<file path="src/rtl/uart_rx_frame_if.sv">
// uart_rx_frame_if: serial line in, received byte and status strobes out
interface uart_rx_frame_if;
  logic       rx_i;
  logic [7:0] data_o;
  logic       valid_o;
  logic       busy_o;
  logic       frame_err_o;
  logic       parity_err_o;
  modport master(input rx_i, output data_o, valid_o, busy_o, frame_err_o, parity_err_o);
  modport slave(output rx_i, input data_o, valid_o, busy_o, frame_err_o, parity_err_o);
endinterface

</file>
<file path="src/rtl/uart_rx_frame.sv">
// uart_rx_frame: 8N1 UART receiver, 8E1 when UART_RX_PARITY_EN is defined
module uart_rx_frame #(
  parameter int CLKS_PER_BIT = 868
) (
  input logic clk,
  input logic rst,
  uart_rx_frame_if.master bus
);
  localparam int W = $clog2(CLKS_PER_BIT);
  localparam logic [W-1:0] LAST = W'(CLKS_PER_BIT - 1);
  localparam logic [W-1:0] HALF_M1 = W'(CLKS_PER_BIT / 2 - 1);
  typedef enum logic [2:0] {
    IDLE,
    START,
    DATA,
`ifdef UART_RX_PARITY_EN
    PARITY,
`endif
    STOP,
    BRK
  } state_t;
  state_t state;
  logic [2:0] sync;
  logic [W-1:0] clk_cnt;
  logic [2:0] bit_cnt;
  logic [7:0] shreg, data;
  logic valid, busy, ferr;
  logic line, fall;
  assign line = sync[1];
  assign fall = sync[2] & ~sync[1];
  assign bus.data_o = data;
  assign bus.valid_o = valid;
  assign bus.busy_o = busy;
  assign bus.frame_err_o = ferr;
`ifdef UART_RX_PARITY_EN
  logic par_bad, perr;
  assign bus.parity_err_o = perr;
`else
  assign bus.parity_err_o = 1'b0;
`endif
  // synchronizer, edge detect and frame FSM with registered strobes
  always_ff @(posedge clk) begin
    if (rst) begin
      sync <= 3'b111;
      state <= IDLE;
      clk_cnt <= '0;
      bit_cnt <= '0;
      shreg <= '0;
      data <= '0;
      valid <= 1'b0;
      busy <= 1'b0;
      ferr <= 1'b0;
`ifdef UART_RX_PARITY_EN
      par_bad <= 1'b0;
      perr <= 1'b0;
`endif
    end else begin
      sync <= {sync[1:0], bus.rx_i};
      clk_cnt <= clk_cnt + 1'b1;
      valid <= 1'b0;
      ferr <= 1'b0;
`ifdef UART_RX_PARITY_EN
      perr <= 1'b0;
`endif
      case (state)
        IDLE: if (fall) begin
          clk_cnt <= '0;
          busy <= 1'b1;
          state <= START;
        end
        START: if (clk_cnt == HALF_M1) begin
          clk_cnt <= '0;
          bit_cnt <= '0;
          busy <= ~line;
          state <= line ? IDLE : DATA;
        end
        DATA: if (clk_cnt == LAST) begin
          clk_cnt <= '0;
          shreg <= {line, shreg[7:1]};
          bit_cnt <= bit_cnt + 1'b1;
`ifdef UART_RX_PARITY_EN
          if (bit_cnt == 3'd7) state <= PARITY;
`else
          if (bit_cnt == 3'd7) state <= STOP;
`endif
        end
`ifdef UART_RX_PARITY_EN
        PARITY: if (clk_cnt == LAST) begin
          clk_cnt <= '0;
          par_bad <= line ^ (^shreg);
          state <= STOP;
        end
`endif
        STOP: if (clk_cnt == LAST) begin
          clk_cnt <= '0;
          busy <= ~line;
          ferr <= ~line;
          state <= line ? IDLE : BRK;
`ifdef UART_RX_PARITY_EN
          valid <= line & ~par_bad;
          perr <= line & par_bad;
          if (line & ~par_bad) data <= shreg;
`else
          valid <= line;
          if (line) data <= shreg;
`endif
        end
        BRK: if (line) begin
          busy <= 1'b0;
          state <= IDLE;
        end
        default: state <= IDLE;
      endcase
    end
  end
endmodule

</file>
<file path="src/flat_wrapper.sv">
// flat-port wrapper written by rule: the top's interface ports become plain ports
module uart_rx_frame_flat 
#(
  parameter int CLKS_PER_BIT = 868
)
  (clk, rst, bus_rx_i, bus_data_o, bus_valid_o, bus_busy_o, bus_frame_err_o, bus_parity_err_o);
  uart_rx_frame_if bus_i ();
  input logic clk;
  input logic rst;
  input wire logic [$bits(bus_i.rx_i)-1:0] bus_rx_i;
  output wire logic [$bits(bus_i.data_o)-1:0] bus_data_o;
  output wire logic [$bits(bus_i.valid_o)-1:0] bus_valid_o;
  output wire logic [$bits(bus_i.busy_o)-1:0] bus_busy_o;
  output wire logic [$bits(bus_i.frame_err_o)-1:0] bus_frame_err_o;
  output wire logic [$bits(bus_i.parity_err_o)-1:0] bus_parity_err_o;
  assign bus_i.rx_i = bus_rx_i;
  assign bus_data_o = bus_i.data_o;
  assign bus_valid_o = bus_i.valid_o;
  assign bus_busy_o = bus_i.busy_o;
  assign bus_frame_err_o = bus_i.frame_err_o;
  assign bus_parity_err_o = bus_i.parity_err_o;
  uart_rx_frame #(.CLKS_PER_BIT(CLKS_PER_BIT)) u_core (.clk(clk), .rst(rst), .bus(bus_i));
endmodule
</file>
<file path="config.mk">
export PLATFORM = sky130hd
export DESIGN_NAME = uart_rx_frame_flat
export DESIGN_NICKNAME = d
export VERILOG_FILES = /design/src/rtl/uart_rx_frame_if.sv /design/src/rtl/uart_rx_frame.sv /design/src/flat_wrapper.sv
export SDC_FILE = /design/constraint.sdc
export NUM_CORES = 1
export LEC_CHECK = 0
export BUFFER_PORTS_ARGS = -buffer_cell sky130_fd_sc_hd__buf_2
export CORE_MARGIN = 2
export CORE_UTILIZATION = 50
export DETAILED_ROUTE_END_ITERATION = 12
export PLACE_DENSITY = 0.69
export SLEW_MARGIN = 5
export SYNTH_ARGS = -nofsm -noshare
export SYNTH_HDL_FRONTEND = slang
export SYNTH_SLANG_ARGS = --single-unit
</file>
<file path="constraint.sdc">
create_clock -name clk -period 3.1 [get_ports clk]
set_clock_uncertainty 0.15 [all_clocks]
set_input_delay 0.775 -clock clk [delete_from_list [all_inputs] [get_ports clk]]
set_output_delay 0.775 -clock clk [all_outputs]
set_load 0.005 [all_outputs]
</file>
After elaboration in Yosys (flattened, before gate mapping)
Index checks and enable logic that the tools add are counted.
W data, S select, Z words.

cells by class
  $add $sub $neg = 2
  multiply operators = 0
  div/mod/pow operators = 0
  magnitude comparators = 0
  equal/unequal tests = 13
  shift-type cells = 0
  multiplexer cells = 21
  bitwise operators = 4
  reductions and logical operators = 10

operator list
  kind                     count
  $mux W10                 3
  $pmux W10 S3             1
  $mux W3                  9
  $pmux W3 S5              1
  $ne A2 B1 Y1 const B     6
  $add A10 B1 Y10 const B  1
  $eq A10 B10 Y1 const B   1
  $eq A10 B9 Y1 const B    1
  $eq A3 B2 Y1 const B     2
  $eq A3 B3 Y1 const B     2
  $pmux W3 S2              1
  $reduce_and A3 Y1        2
  $reduce_and A6 Y1        1
  $reduce_and A5 Y1        1
  $mux W1                  4
  $pmux W1 S4              1
  $reduce_bool A4 Y1       1
  $add A3 B1 Y3 const B    1
  $eq A3 B1 Y1 const B     1
  $logic_not A3 Y1         1
  $not A1 Y1               3
  $reduce_or A3 Y1         1
  $mux W2                  1
  $reduce_and A2 Y1        1
  other kinds (3)          3

word-level totals
  bits in registers = 38
  bits in latches = 0
  RAM bits = 0
  memory bits (read-only) = 0
  output and inout port bits = 12
  memories = 0

Longest topological paths before layout
  depth in word-level cells = 4
  mapped depth = 7
  gate-level depth less buffers = 7

Worst setup path before layout
No wires, ideal clock.

  kind = register to register
  start = register u_core.clk_cnt[0]
  end = register u_core.bit_cnt[0]
  library setup time = 121 ps
  data arrival time = 1669 ps
  required time = 2829 ps
  path slack = 1160 ps
  stages on the path, launching flop included = 7
  period minus slack after synthesis = 1940 ps
  cell sequence = dfxtp_1 ha_1 nand4bb_1 or4_1 a21oi_1 nor2_1 mux2_2

between the ends
  cells in the longest elaborated chain, start to end = 3
  elaborated cells on any way between the ends = 5

RTL lines
  item                                                    line                                      text
  from (decl)                                             uart_rx_frame.sv:24                       logic [W-1:0] clk_cnt;
  from (signal assigned)                                  uart_rx_frame.sv:59                       clk_cnt <= clk_cnt + 1'b1;
  $eq A10 B10 Y1 / $eq A10 B9 Y1 (equally long branches)  uart_rx_frame.sv:77, uart_rx_frame.sv:71
  $ne A2 B1 Y1 (no source line)                           n/a
  $reduce_and A3 Y1 (no source line) *                    n/a
  to (signal assigned)                                    uart_rx_frame.sv:80                       bit_cnt <= bit_cnt + 1'b1;
  to (decl)                                               uart_rx_frame.sv:25                       logic [2:0] bit_cnt;

Mark *: on every way between the ends. The rest lies on a longest branch, timed or not.
A chain may end at the register's enable or synchronous reset.

Worst setup path in the final report
  start = register u_core.clk_cnt[2]
  end = register u_core.data[2], in the netlist u_core.bus.data_o[2]

between the ends
  cells in the longest elaborated chain, start to end = 2

RTL lines
  item                                line                  text
  $eq A10 B10 Y1                      uart_rx_frame.sv:94   STOP: if (clk_cnt == LAST) begin
  $reduce_and A3 Y1 (no source line)  n/a
  to (signal assigned)                uart_rx_frame.sv:105  if (line) data <= shreg;
  to (decl)                           uart_rx_frame.sv:26   logic [7:0] shreg, data;

No other way between the ends.

==> out/metrics.yaml <==
syn2layout_area_growth_pct: 9.33
pre_cts_slack_ns: 0.791
grt_max_degree: 28
outcome: "complete, no violations"
route.vias.total: 1198
drt-wirelength-per-cell_um: 12.5
grt_setup_unrepaired: "no"
grt_antenna_before_repair: 0
die_x_um: 61.2
path_clk_slew_ns: 0.10
worstReg2RegStart: "u_core.clk_cnt[2]"
setup_tns_ns: 0
io_pins: 15
drtIter0Drc: 49
finalWorstPathRequiredPeriod_ns: 2.32
reg2reg_to: "u_core.bus.data_o[2]"
maxSlewViolCount: 0
switching_share_pct: 21.0
whs_endpoint: "u_core.sync[1]"
final_nets: 191
synth_seq_cells: 38
slew_headroom_pct: 66.0
crit_family: "simple AND/OR/NAND/NOR gates"
hold_slack_ns: 0.274
start_kind: "flip-flop"
r2r_cells: 5
synthFlopType: "dfxtp_1"
worst_slack_ns: 0.785
diodes: 0
drc_errors: 0
synth_common_cells: "dfxtp_1 (38), nor2_1 (35), mux2i_1 (16), a21oi_1 (7)"
synth_top_area_share_pct: 46.5
clock_path_buffers: 2
leakagePower_nw: 0.709
power.share.clock_pct: 37.6
fmax_mhz: 432
yosysWarnings: 0
drive_gt1_share_pct: 15.7
worstMarginPinSlew_ns: 0.511
synth-seq-area-share_pct: 46.5
p_comb_share_pct: 3.8
grt_pass1_vias: 1158
finalHoldViolCount: 0
total_power_uw: 858
netlist.top_cell.by_area: "dfxtp_1"
core_mm2: 0.00308
layout.cells.non_filler: 229
setup_viol: 0
fin_crit_sh_pct: 74.7
die_area_mm2: 0.00374
die_y_um: 61.2
crit_path_max_incr_delay_ns: 0.53
clk-insertion-delay-late_ns: 0.34
critPathSlowestCell: "and3_1"
crit_fanout: 9
yosysMostFrequentCell: "dfxtp_1"
hp-class: "flip-flop to flip-flop"
ys_types: 40
gp_congestion: 0.907
endpoint_kind: "flip-flop"
dp_hpwl_um: 2040
cts_buffers: 5
p_seq_share_pct: 58.6
cp_cell_sequence: "or3b_4 -> nor4_4 -> and3_1 -> mux2i_1 -> nor2_1"
worstPathArrival_ns: 2.38
min_from: "u_core.sync[0]"
drt_first_pass_iters: 4
p_switching_uw: 180
ys_top_cells_by_area: "dfxtp_1 (47%), mux2i_1 (9.8%), nor2_1 (8.0%)"
cp.required_ns: 3.17
crit_type: "flip-flop to flip-flop"
numClockSinks: 38
dp.cells: 221
grt_overflow: 0
viasPerCell: 5.23
grt_first_pass_wirelength_um: 4900
cts_tree: "yes"
cts_setup_buffers: 0
ff2ff_setup_slack_ns: 0.78
post_synth_instance_area_mm2: 0.00164
syn_nets: 179
final_area_mm2: 0.00179
post_cts_resized: 0
nFillCells: 298
cap_viol_max_count: 0
placed_area_mm2: 0.00171
portBuffers: 13
ant_nets: 0
powerDensity_mw_per_mm2: 480
path_buf_inv: 0
synth-edff-count: 0
power.internal_uw: 678
start_util_pct: 53.1
ir_drop_v: 0.000241
cts.htree.levels: 2
ctsHoldBuffers: 0
root_buffer: "clkbuf_4"
track_usage_pct: 18.0
wl_um: 2870
synth_async_sr_flop_share_pct: 0
syn_inst: 172
utilization_pct: 58.1
row_count: 20
whs_path_depth: 1
syn_avg_cell_area_um2: 9.51
metal layers:
| layer | vias up | wire [µm] | GRT usage (%) |
|---|---|---|---|
| li1 | 612 | - | - |
| met1 | 553 | 1310 | 22.3 |
| met2 | 25 | 1370 | 29.0 |
| met3 | 8 | 127 | 4.41 |
| met4 | 0 | 63 | 9.32 |
| met5 | - | 0 | 0 |
how the worst max path moves through the flow:
stage	from	endpoint	slack [ns]	cells after the start
3_3_place_gp	u_core.clk_cnt[2]	u_core.bus.data_o[6]	0.90	5
6_report	u_core.clk_cnt[2]	u_core.bus.data_o[2]	0.78	5
5_1_grt	u_core.clk_cnt[0]	u_core.bus.data_o[7]	0.65	6
2_1_floorplan	u_core.clk_cnt[0]	u_core.bit_cnt[0]	1.16	6
4_1_cts	u_core.clk_cnt[2]	u_core.bus.data_o[2]	0.80	5
3_5_place_dp	u_core.clk_cnt[2]	u_core.bus.data_o[2]	0.79	5
flip-flops by register name, indices dropped and copies added, names as in the netlist:
| register | flops |
|---|---|
| u_core.bit_cnt | 3 |
| u_core.bus.busy_o | 1 |
| u_core.bus.data_o | 8 |
| u_core.state | 3 |
| u_core.shreg | 8 |
| u_core.clk_cnt | 10 |
| u_core.bus.valid_o | 1 |
| u_core.sync | 3 |
| u_core.bus.frame_err_o | 1 |
cell usage in the layout, fill, tap and decap left out, types with 2 or more instances in the layout:
master | netlist | layout
dfxtp_1 | 38 | 38
o21ai_0 | 2 | 2
xor2_1 | 2 | 2
nand4_1 | 2 | 2
xnor2_1 | 6 | 6
a21oi_1 | 7 | 7
nand2_1 | 5 | 5
nor4_1 | 2 | 2
mux2i_1 | 16 | 16
a22o_1 | 2 | 2
nand3_1 | 5 | 5
or2_2 | 3 | 3
clkbuf_1 | 5 | 2
nor2_1 | 35 | 35
buf_2 | 1 | 13
inv_1 | 6 | 6
nand2b_1 | 3 | 3
or4_1 | 2 | 2
ha_1 | 4 | 4
or3_1 | 2 | 2
clkbuf_4 | 0 | 5
nor3_1 | 4 | 4
kinds of logic after synthesis:
| logic type | count (synthesis) | synth area share (%) |
|---|---|---|
| compound gates | 19 | 8.88 |
| xor+xnor | 8 | 4.28 |
| fa+ha+maj | 4 | 3.06 |
| buf+inv | 15 | 4.44 |
| flops | 38 | 46.5 |
| mux | 17 | 10.5 |
| other cells | 1 | 0.229 |
| simple gates | 70 | 22.1 |
power groups by stage:
stage | clock (mW) | sequential, mW | combinational [mW]
2_1_floorplan | 0 | 0.511 | 0.0288
3_3_place_gp | 0 | 0.514 | 0.0316
3_5_place_dp | 0 | 0.514 | 0.0322
6_report | 0.323 | 0.503 | 0.0322
4_1_cts | 0.334 | 0.503 | 0.0324
5_1_grt | 0.360 | 0.504 | 0.0366
cell type report:
class,count,area [µm²],share of cell area [%]
Multi-Input combinational cell,119,802,44.9
Sequential cell,38,761,42.5
Timing Repair Buffer,14,72.6,4.06
Clock buffer,7,45.0,2.52
Tap cell,44,55.1,3.08
Clock inverter,1,30.0,1.68
Inverter,6,22.5,1.26
(Power assumes the default switching activity.)
